===== config.mk =====
export PLATFORM = sky130hd
export DESIGN_NAME = keyboard
export DESIGN_NICKNAME = d
export VERILOG_FILES = /design/src/rtl/keyboard_pkg.sv /design/src/rtl/keyboard_keymap.sv /design/src/rtl/keyboard.sv
export SDC_FILE = /design/constraint.sdc
export NUM_CORES = 1
export LEC_CHECK = 0
export ABC_AREA = 1
export CAP_MARGIN = 15
export CORE_MARGIN = 2
export CORE_UTILIZATION = 40
export DETAILED_ROUTE_END_ITERATION = 10
export GPL_ROUTABILITY_DRIVEN = 0
export HOLD_SLACK_MARGIN = 0.1
export MAX_ROUTING_LAYER = met4
export PLACE_DENSITY = 0.54
export REMOVE_ABC_BUFFERS = 1
export SYNTH_ARGS = -nofsm -noshare
export SYNTH_HDL_FRONTEND = slang
export SYNTH_HIERARCHICAL = 1
export SYNTH_SLANG_ARGS = --single-unit

===== constraint.sdc =====
create_clock -name clock -period 2 [get_ports clock]
set_input_delay 0.4 -clock clock [delete_from_list [all_inputs] [get_ports clock]]
set_output_delay 0.4 -clock clock [all_outputs]
set_load 0.02 [all_outputs]

===== src/rtl/keyboard_pkg.sv =====
// Shared types and constants for the PS/2-to-Spectrum keyboard matrix.
package keyboard_pkg;

    localparam int unsigned ROWS = 8;
    localparam int unsigned COLS = 5;

    localparam logic [7:0] KB_RELEASE = 8'hF0;
    localparam logic [7:0] KB_EXTEND  = 8'hE0;
    localparam logic [7:0] KB_F5      = 8'h03;

    typedef enum logic [1:0] {
        ST_IDLE,
        ST_DATA,
        ST_PARITY,
        ST_STOP
    } rx_state_e;

    typedef struct packed {
        logic [2:0] row;
        logic [2:0] col;
        logic       valid;
    } key_pos_t;

    function automatic key_pos_t kpos(input logic [2:0] r, input logic [2:0] c);
        return '{row: r, col: c, valid: 1'b1};
    endfunction

endpackage


===== src/rtl/keyboard_keymap.sv =====
// Scan-code (set 2) to Spectrum matrix position lookup; combos use the secondary slot.
module keyboard_keymap
    import keyboard_pkg::*;
(
    input  logic       ext,
    input  logic [7:0] code,
    output key_pos_t   primary,
    output key_pos_t   secondary
);

    always_comb begin
        primary   = '0;
        secondary = '0;
        if (ext) begin
            // E0 arrows are Caps Shift plus the cursor digit
            case (code)
                8'h6B:   begin primary = kpos(3'd0, 3'd0); secondary = kpos(3'd3, 3'd4); end
                8'h72:   begin primary = kpos(3'd0, 3'd0); secondary = kpos(3'd4, 3'd4); end
                8'h75:   begin primary = kpos(3'd0, 3'd0); secondary = kpos(3'd4, 3'd3); end
                8'h74:   begin primary = kpos(3'd0, 3'd0); secondary = kpos(3'd4, 3'd2); end
                default: ;
            endcase
        end else begin
            case (code)
                8'h12:   primary = kpos(3'd0, 3'd0);
                8'h1A:   primary = kpos(3'd0, 3'd1);
                8'h22:   primary = kpos(3'd0, 3'd2);
                8'h21:   primary = kpos(3'd0, 3'd3);
                8'h2A:   primary = kpos(3'd0, 3'd4);
                8'h1C:   primary = kpos(3'd1, 3'd0);
                8'h1B:   primary = kpos(3'd1, 3'd1);
                8'h23:   primary = kpos(3'd1, 3'd2);
                8'h2B:   primary = kpos(3'd1, 3'd3);
                8'h34:   primary = kpos(3'd1, 3'd4);
                8'h15:   primary = kpos(3'd2, 3'd0);
                8'h1D:   primary = kpos(3'd2, 3'd1);
                8'h24:   primary = kpos(3'd2, 3'd2);
                8'h2D:   primary = kpos(3'd2, 3'd3);
                8'h2C:   primary = kpos(3'd2, 3'd4);
                8'h16:   primary = kpos(3'd3, 3'd0);
                8'h1E:   primary = kpos(3'd3, 3'd1);
                8'h26:   primary = kpos(3'd3, 3'd2);
                8'h25:   primary = kpos(3'd3, 3'd3);
                8'h2E:   primary = kpos(3'd3, 3'd4);
                8'h45:   primary = kpos(3'd4, 3'd0);
                8'h46:   primary = kpos(3'd4, 3'd1);
                8'h3E:   primary = kpos(3'd4, 3'd2);
                8'h3D:   primary = kpos(3'd4, 3'd3);
                8'h36:   primary = kpos(3'd4, 3'd4);
                8'h4D:   primary = kpos(3'd5, 3'd0);
                8'h44:   primary = kpos(3'd5, 3'd1);
                8'h43:   primary = kpos(3'd5, 3'd2);
                8'h3C:   primary = kpos(3'd5, 3'd3);
                8'h35:   primary = kpos(3'd5, 3'd4);
                8'h5A:   primary = kpos(3'd6, 3'd0);
                8'h4B:   primary = kpos(3'd6, 3'd1);
                8'h42:   primary = kpos(3'd6, 3'd2);
                8'h3B:   primary = kpos(3'd6, 3'd3);
                8'h33:   primary = kpos(3'd6, 3'd4);
                8'h29:   primary = kpos(3'd7, 3'd0);
                8'h14:   primary = kpos(3'd7, 3'd1);
                8'h3A:   primary = kpos(3'd7, 3'd2);
                8'h31:   primary = kpos(3'd7, 3'd3);
                8'h32:   primary = kpos(3'd7, 3'd4);
                8'h66:   begin primary = kpos(3'd0, 3'd0); secondary = kpos(3'd4, 3'd0); end
                default: ;
            endcase
        end
    end

endmodule


===== src/rtl/keyboard.sv =====
// PS/2 receiver feeding an 8x5 Spectrum key matrix; KEYBOARD_PARITY_EN enables odd-parity checking.
module keyboard
    import keyboard_pkg::*;
#(
    parameter logic [15:0] TIMEOUT = 16'd50000
) (
    input  logic       clock,
    input  logic       reset,
    input  logic       ps2Ck,
    input  logic       ps2D,
    input  logic [7:0] row,
    output logic [4:0] col,
    output logic       f5
);

    logic [1:0]                     ck_s;
    logic [1:0]                     d_s;
    logic                           ck_prev;
    logic                           ck_fall;
    logic                           frame_ok;
    rx_state_e                      state;
    logic [2:0]                     bit_cnt;
    logic [7:0]                     shreg;
    logic [15:0]                    idle_cnt;
    logic                           byte_vld;
    logic [7:0]                     rx_byte;
    logic                           rel;
    logic                           ext;
    logic [ROWS-1:0][COLS-1:0]      matrix;
    logic [ROWS-1:0][COLS-1:0]      hit;
    key_pos_t                       primary;
    key_pos_t                       secondary;

    // Two-flop synchronisers plus a delay flop for clock falling-edge detection
    always_ff @(posedge clock or negedge reset) begin
        if (!reset) begin
            ck_s    <= 2'b11;
            d_s     <= 2'b11;
            ck_prev <= 1'b1;
        end else begin
            ck_s    <= {ck_s[0], ps2Ck};
            d_s     <= {d_s[0], ps2D};
            ck_prev <= ck_s[1];
        end
    end

    assign ck_fall = ck_prev & ~ck_s[1];

`ifdef KEYBOARD_PARITY_EN
    logic par_bit;

    always_ff @(posedge clock or negedge reset) begin
        if (!reset)                                 par_bit <= 1'b0;
        else if (ck_fall && state == ST_PARITY)     par_bit <= d_s[1];
    end

    assign frame_ok = d_s[1] & (^{shreg, par_bit});
`else
    assign frame_ok = d_s[1];
`endif

    // Frame receiver; an idle watchdog abandons stalled frames
    always_ff @(posedge clock or negedge reset) begin
        if (!reset) begin
            state    <= ST_IDLE;
            bit_cnt  <= '0;
            shreg    <= '0;
            idle_cnt <= '0;
            byte_vld <= 1'b0;
            rx_byte  <= '0;
        end else begin
            byte_vld <= 1'b0;
            if (state == ST_IDLE || ck_fall) idle_cnt <= '0;
            else                             idle_cnt <= idle_cnt + 16'd1;

            if (state != ST_IDLE && !ck_fall && idle_cnt == TIMEOUT - 16'd1) begin
                state <= ST_IDLE;
            end else if (ck_fall) begin
                case (state)
                    ST_IDLE: begin
                        if (!d_s[1]) begin
                            state   <= ST_DATA;
                            bit_cnt <= '0;
                        end
                    end
                    ST_DATA: begin
                        shreg   <= {d_s[1], shreg[7:1]};
                        bit_cnt <= bit_cnt + 3'd1;
                        if (bit_cnt == 3'd7) state <= ST_PARITY;
                    end
                    ST_PARITY: state <= ST_STOP;
                    ST_STOP: begin
                        state <= ST_IDLE;
                        if (frame_ok) begin
                            byte_vld <= 1'b1;
                            rx_byte  <= shreg;
                        end
                    end
                    default: state <= ST_IDLE;
                endcase
            end
        end
    end

    keyboard_keymap keymap (
        .ext       (ext),
        .code      (rx_byte),
        .primary   (primary),
        .secondary (secondary)
    );

    always_comb begin
        hit = '0;
        for (int unsigned r = 0; r < ROWS; r++) begin
            for (int unsigned c = 0; c < COLS; c++) begin
                hit[r][c] = (primary.valid   && primary.row   == 3'(r) && primary.col   == 3'(c)) ||
                            (secondary.valid && secondary.row == 3'(r) && secondary.col == 3'(c));
            end
        end
    end

    // Prefix flags and matrix update, one clock after the byte is accepted
    always_ff @(posedge clock or negedge reset) begin
        if (!reset) begin
            matrix <= '1;
            rel    <= 1'b0;
            ext    <= 1'b0;
            f5     <= 1'b0;
        end else if (byte_vld) begin
            if (rx_byte == KB_RELEASE) begin
                rel <= 1'b1;
            end else if (rx_byte == KB_EXTEND) begin
                ext <= 1'b1;
            end else begin
                rel <= 1'b0;
                ext <= 1'b0;
                if (!ext && rx_byte == KB_F5) f5 <= ~rel;
                for (int unsigned r = 0; r < ROWS; r++) begin
                    for (int unsigned c = 0; c < COLS; c++) begin
                        if (hit[r][c]) matrix[r][c] <= rel;
                    end
                end
            end
        end
    end

    always_comb begin
        col = 5'h1F;
        for (int unsigned r = 0; r < ROWS; r++) begin
            if (!row[r]) col = col & matrix[r];
        end
    end

endmodule


==> reports/results.tsv <==
metric	value	unit
outcome	complete, but fails checks	
failed_checks	negative setup slack	
sequential_share_of_the_synthesized_area	39.18	%
global_route_wire_length_before_repair	27180	µm
port_buffers	17	
ff2ff_setup_slack	-0.22	ns
final-hold-violation-count	0	
synth.cell_area	5637	µm²
die_w	122.7	µm
routed_via_density	5.154	
critPathRequiredTime	2.28	ns
clock_tree.buffer_depth	2	
final_critical_path_setup_slack	-0.2193	ns
synthesis.instances	849	
timing.critical_path.from	rx_byte[3]$_DFFE_PN0P_	
mean_syn_cell_area	6.639	µm²
rsz_0062_raised_after_global_routing	yes	
finalNonFillerCells	1127	
cts_tree	done	
final-setup-viol-count	41	
starting_utilization_of_the_core_area	40.77	%
synthFlopType	dfstp_2	
dieHeight	122.7	µm
synthesis.yosys.warnings	6	
antenna_found_initial	0	
first_pass_iters	6	
pre_cts_slack	-0.6338	ns
max_clock_freq	450.6	MHz
worst_r2r_path_depth	17	
crit_path_start_kind	flop	
cp_data_arrival_time	2.50	ns
number_of_enable_flip_flop_cells_after_synthesis	0	
powerDensity	641.2	nW/µm²
setup.worst_path.end_class	flop	
end_point_of_the_critical_path	matrix[38]$_DFFE_PN1P_	
final_layout_size_suffix_gt1_share	34.00	%
fp.coreArea	13830	µm²
layout_min_cycle_time	2.219	ns
grt_max_degree	84	
clk_root_buffer_cell	clkbuf_16	
max_slew_margin	62.60	%
drtIter0Drc	374	
num_io_pins	18	
worst_pin_slew	0.5610	ns
numCtsBuffers	9	
overflow	0	
synth.distinct_cells	33	
postLayoutCoreUtil	53.96	%
period_share	111.0	%
setup.worst_path.class	flop to flop	
finalClockSkew	0.01160	ns
first_global_vias	5663	
worstHoldPathType	flop to flop	
route.vias.total	5809	
dpl.hpwl	11790	µm
routed_wl	16190	µm
clock_latency	0.35	ns
critPathMaxFanout	5	
fin_nets	962	
place_inst	1107	
reg2reg_to	matrix[38]$_DFFE_PN1P_	
yosys_register_bits	86	
asyncSetResetFlopFracSynth	100.0	%
power.ir.vdd_worst	0.4660	mV
post_synth_main_area_contributors	nand2_1 (23%), dfstp_2 (21%), dfrtp_1 (18%), nor2_1 (7.3%), nand3_1 (5.6%)	
clock_sink_count	86	
number_of_rows_in_the_core_area	43	
p_leak	3.448	nW
detail_route.wl_per_cell	14.36	µm
max-cap-violations	0	
max_transition_viols_final	0	
drc	0	
antenna-diode-count	0	
crit-reg2reg-launch	rx_byte[3]$_DFFE_PN0P_	
detail_route_antenna_nets	0	
hold_path_depth	0	
cts-htree-levels	3	
cts.clk_slew.worst_paths	0.07	ns
grt.total_usage	23.70	%
die_area	15060	µm²
synthToLayoutAreaGrowth	32.36	%
yosys.area.top_type_share	22.97	%
yosysTopAreaCell	nand2_1	
-- placed cells by master, fill, tap and decap left out, types with 5 or more instances in the layout --
cell | netlist | layout
nor2_1 | 109 | 69
a21oi_1 | 11 | 9
buf_4 | 3 | 73
dlygate4sd2_1 | 0 | 5
buf_6 | 7 | 16
nor2_4 | 0 | 17
nand2_1 | 345 | 279
nor3_2 | 0 | 6
dfrtp_2 | 0 | 5
clkbuf_16 | 0 | 9
nand2_2 | 6 | 61
dfrtp_1 | 41 | 36
nand3_1 | 63 | 59
inv_1 | 58 | 46
nand2_4 | 2 | 12
ha_1 | 8 | 8
dfstp_2 | 45 | 45
o22ai_1 | 9 | 9
nor3_1 | 15 | 9
inv_2 | 5 | 14
o21ai_0 | 36 | 32
nand4_1 | 43 | 43
nor2_2 | 8 | 31
-- report_power, final --
group	internal [mW]	switching, mW	total [mW]
Combinational	0.402	0.629	1.03
Sequential	1.90	0.116	2.02
Clock	0.984	0.752	1.74
Total	3.29	1.50	4.78
-- sequential cells by signal, summed over array words and instances (netlist names), 2 cells and up --
signal,flops
bit_cnt,3
ck_s,2
d_s,2
idle_cnt,16
matrix,40
rx_byte,8
shreg,8
state,2
-- synthesized netlist by cell type (3+ instances only) --
library cell / n
nand3_1: 63
dfrtp_1: 41
a21oi_1: 11
dfstp_2: 45
inv_2: 5
nor3_1: 15
buf_2: 4
o221ai_1: 5
nand2_2: 6
o22ai_1: 9
buf_6: 7
nand4_1: 43
nor2_2: 8
buf_4: 3
nor2_1: 109
nand2_1: 345
clkbuf_1: 12
inv_1: 58
o21ai_0: 36
ha_1: 8
-- logic make-up after synthesis --
kind of cell,share of synthesized area (%)
flops,39.18
fa+ha+maj,1.776
buf+inv,7.148
compound gates,7.503
xor+xnor,0.1554
simple gates,44.24
-- through the flow --
step           setup TNS, ns  area (µm²)  power, mW  hold WS, ns
5_1_grt               -14.30        7461      5.103       0.3671
3_5_place_dp          -11.89        6568      2.953       0.3475
3_3_place_gp          -10.33        6568      2.922       0.3463
6_report              -6.676        7461      4.784       0.3579
2_1_floorplan         -12.55        5470      2.564       0.1044
4_1_cts               -4.939        7213      4.803       0.3595
-- layout make-up --
cell class	instances	area [µm²]
Tap cell	180	225.2
Timing Repair Buffer	108	942.2
Clock buffer	9	225.2
Multi-Input combinational cell	674	3527
Inverter	63	246.5
Sequential cell	86	2215
Clock inverter	7	80.08
Fill cell	1321	6366
-- critical path: stages (launching register included) --
cell and delay, ns:
dfrtp_2 0.45, inv_2 0.12, nand2_4 0.10, nor2_4 0.17
nand2_1 0.08, nand2_2 0.12, nor2_4 0.06, nand3_1 0.09
nor2_2 0.04, nor2_2 0.18, nand2_2 0.12, nor2_2 0.13
buf_4 0.14, nand2_1 0.05, nand2_1 0.09, nand3_1 0.08
nand2_1 0.09, nand2_1 0.05
-- how the worst min path moves through the flow --
stage / startpoint / end
finish: d_s[0]$_DFF_PN1_ / d_s[1]$_DFF_PN1_
global placement: ck_s[0]$_DFF_PN1_ / ck_s[1]$_DFF_PN1_
floorplan: reset / bit_cnt[0]$_DFFE_PN0P_
CTS: d_s[0]$_DFF_PN1_ / d_s[1]$_DFF_PN1_
global route: d_s[0]$_DFF_PN1_ / d_s[1]$_DFF_PN1_
detailed placement: ck_s[0]$_DFF_PN1_ / ck_s[1]$_DFF_PN1_
-- layer usage --
layer  wire [µm]  GRT usage, %
met1        6916         29.01
met2        8016         38.85
met3         824         4.136
met4         431         9.339
met5           0             -
-- timing repair --
item / CTS / global route
hold buffers: 1 / 0
pin swaps: 23 / 32
buffers inserted: 1 / 2
setup endpoints to repair: 45 / 45
hold endpoints to repair: 4 / 0
cloned: 1 / 0
resized for setup: 147 / 80
Note: power is estimated with default switching activity, not from simulation.
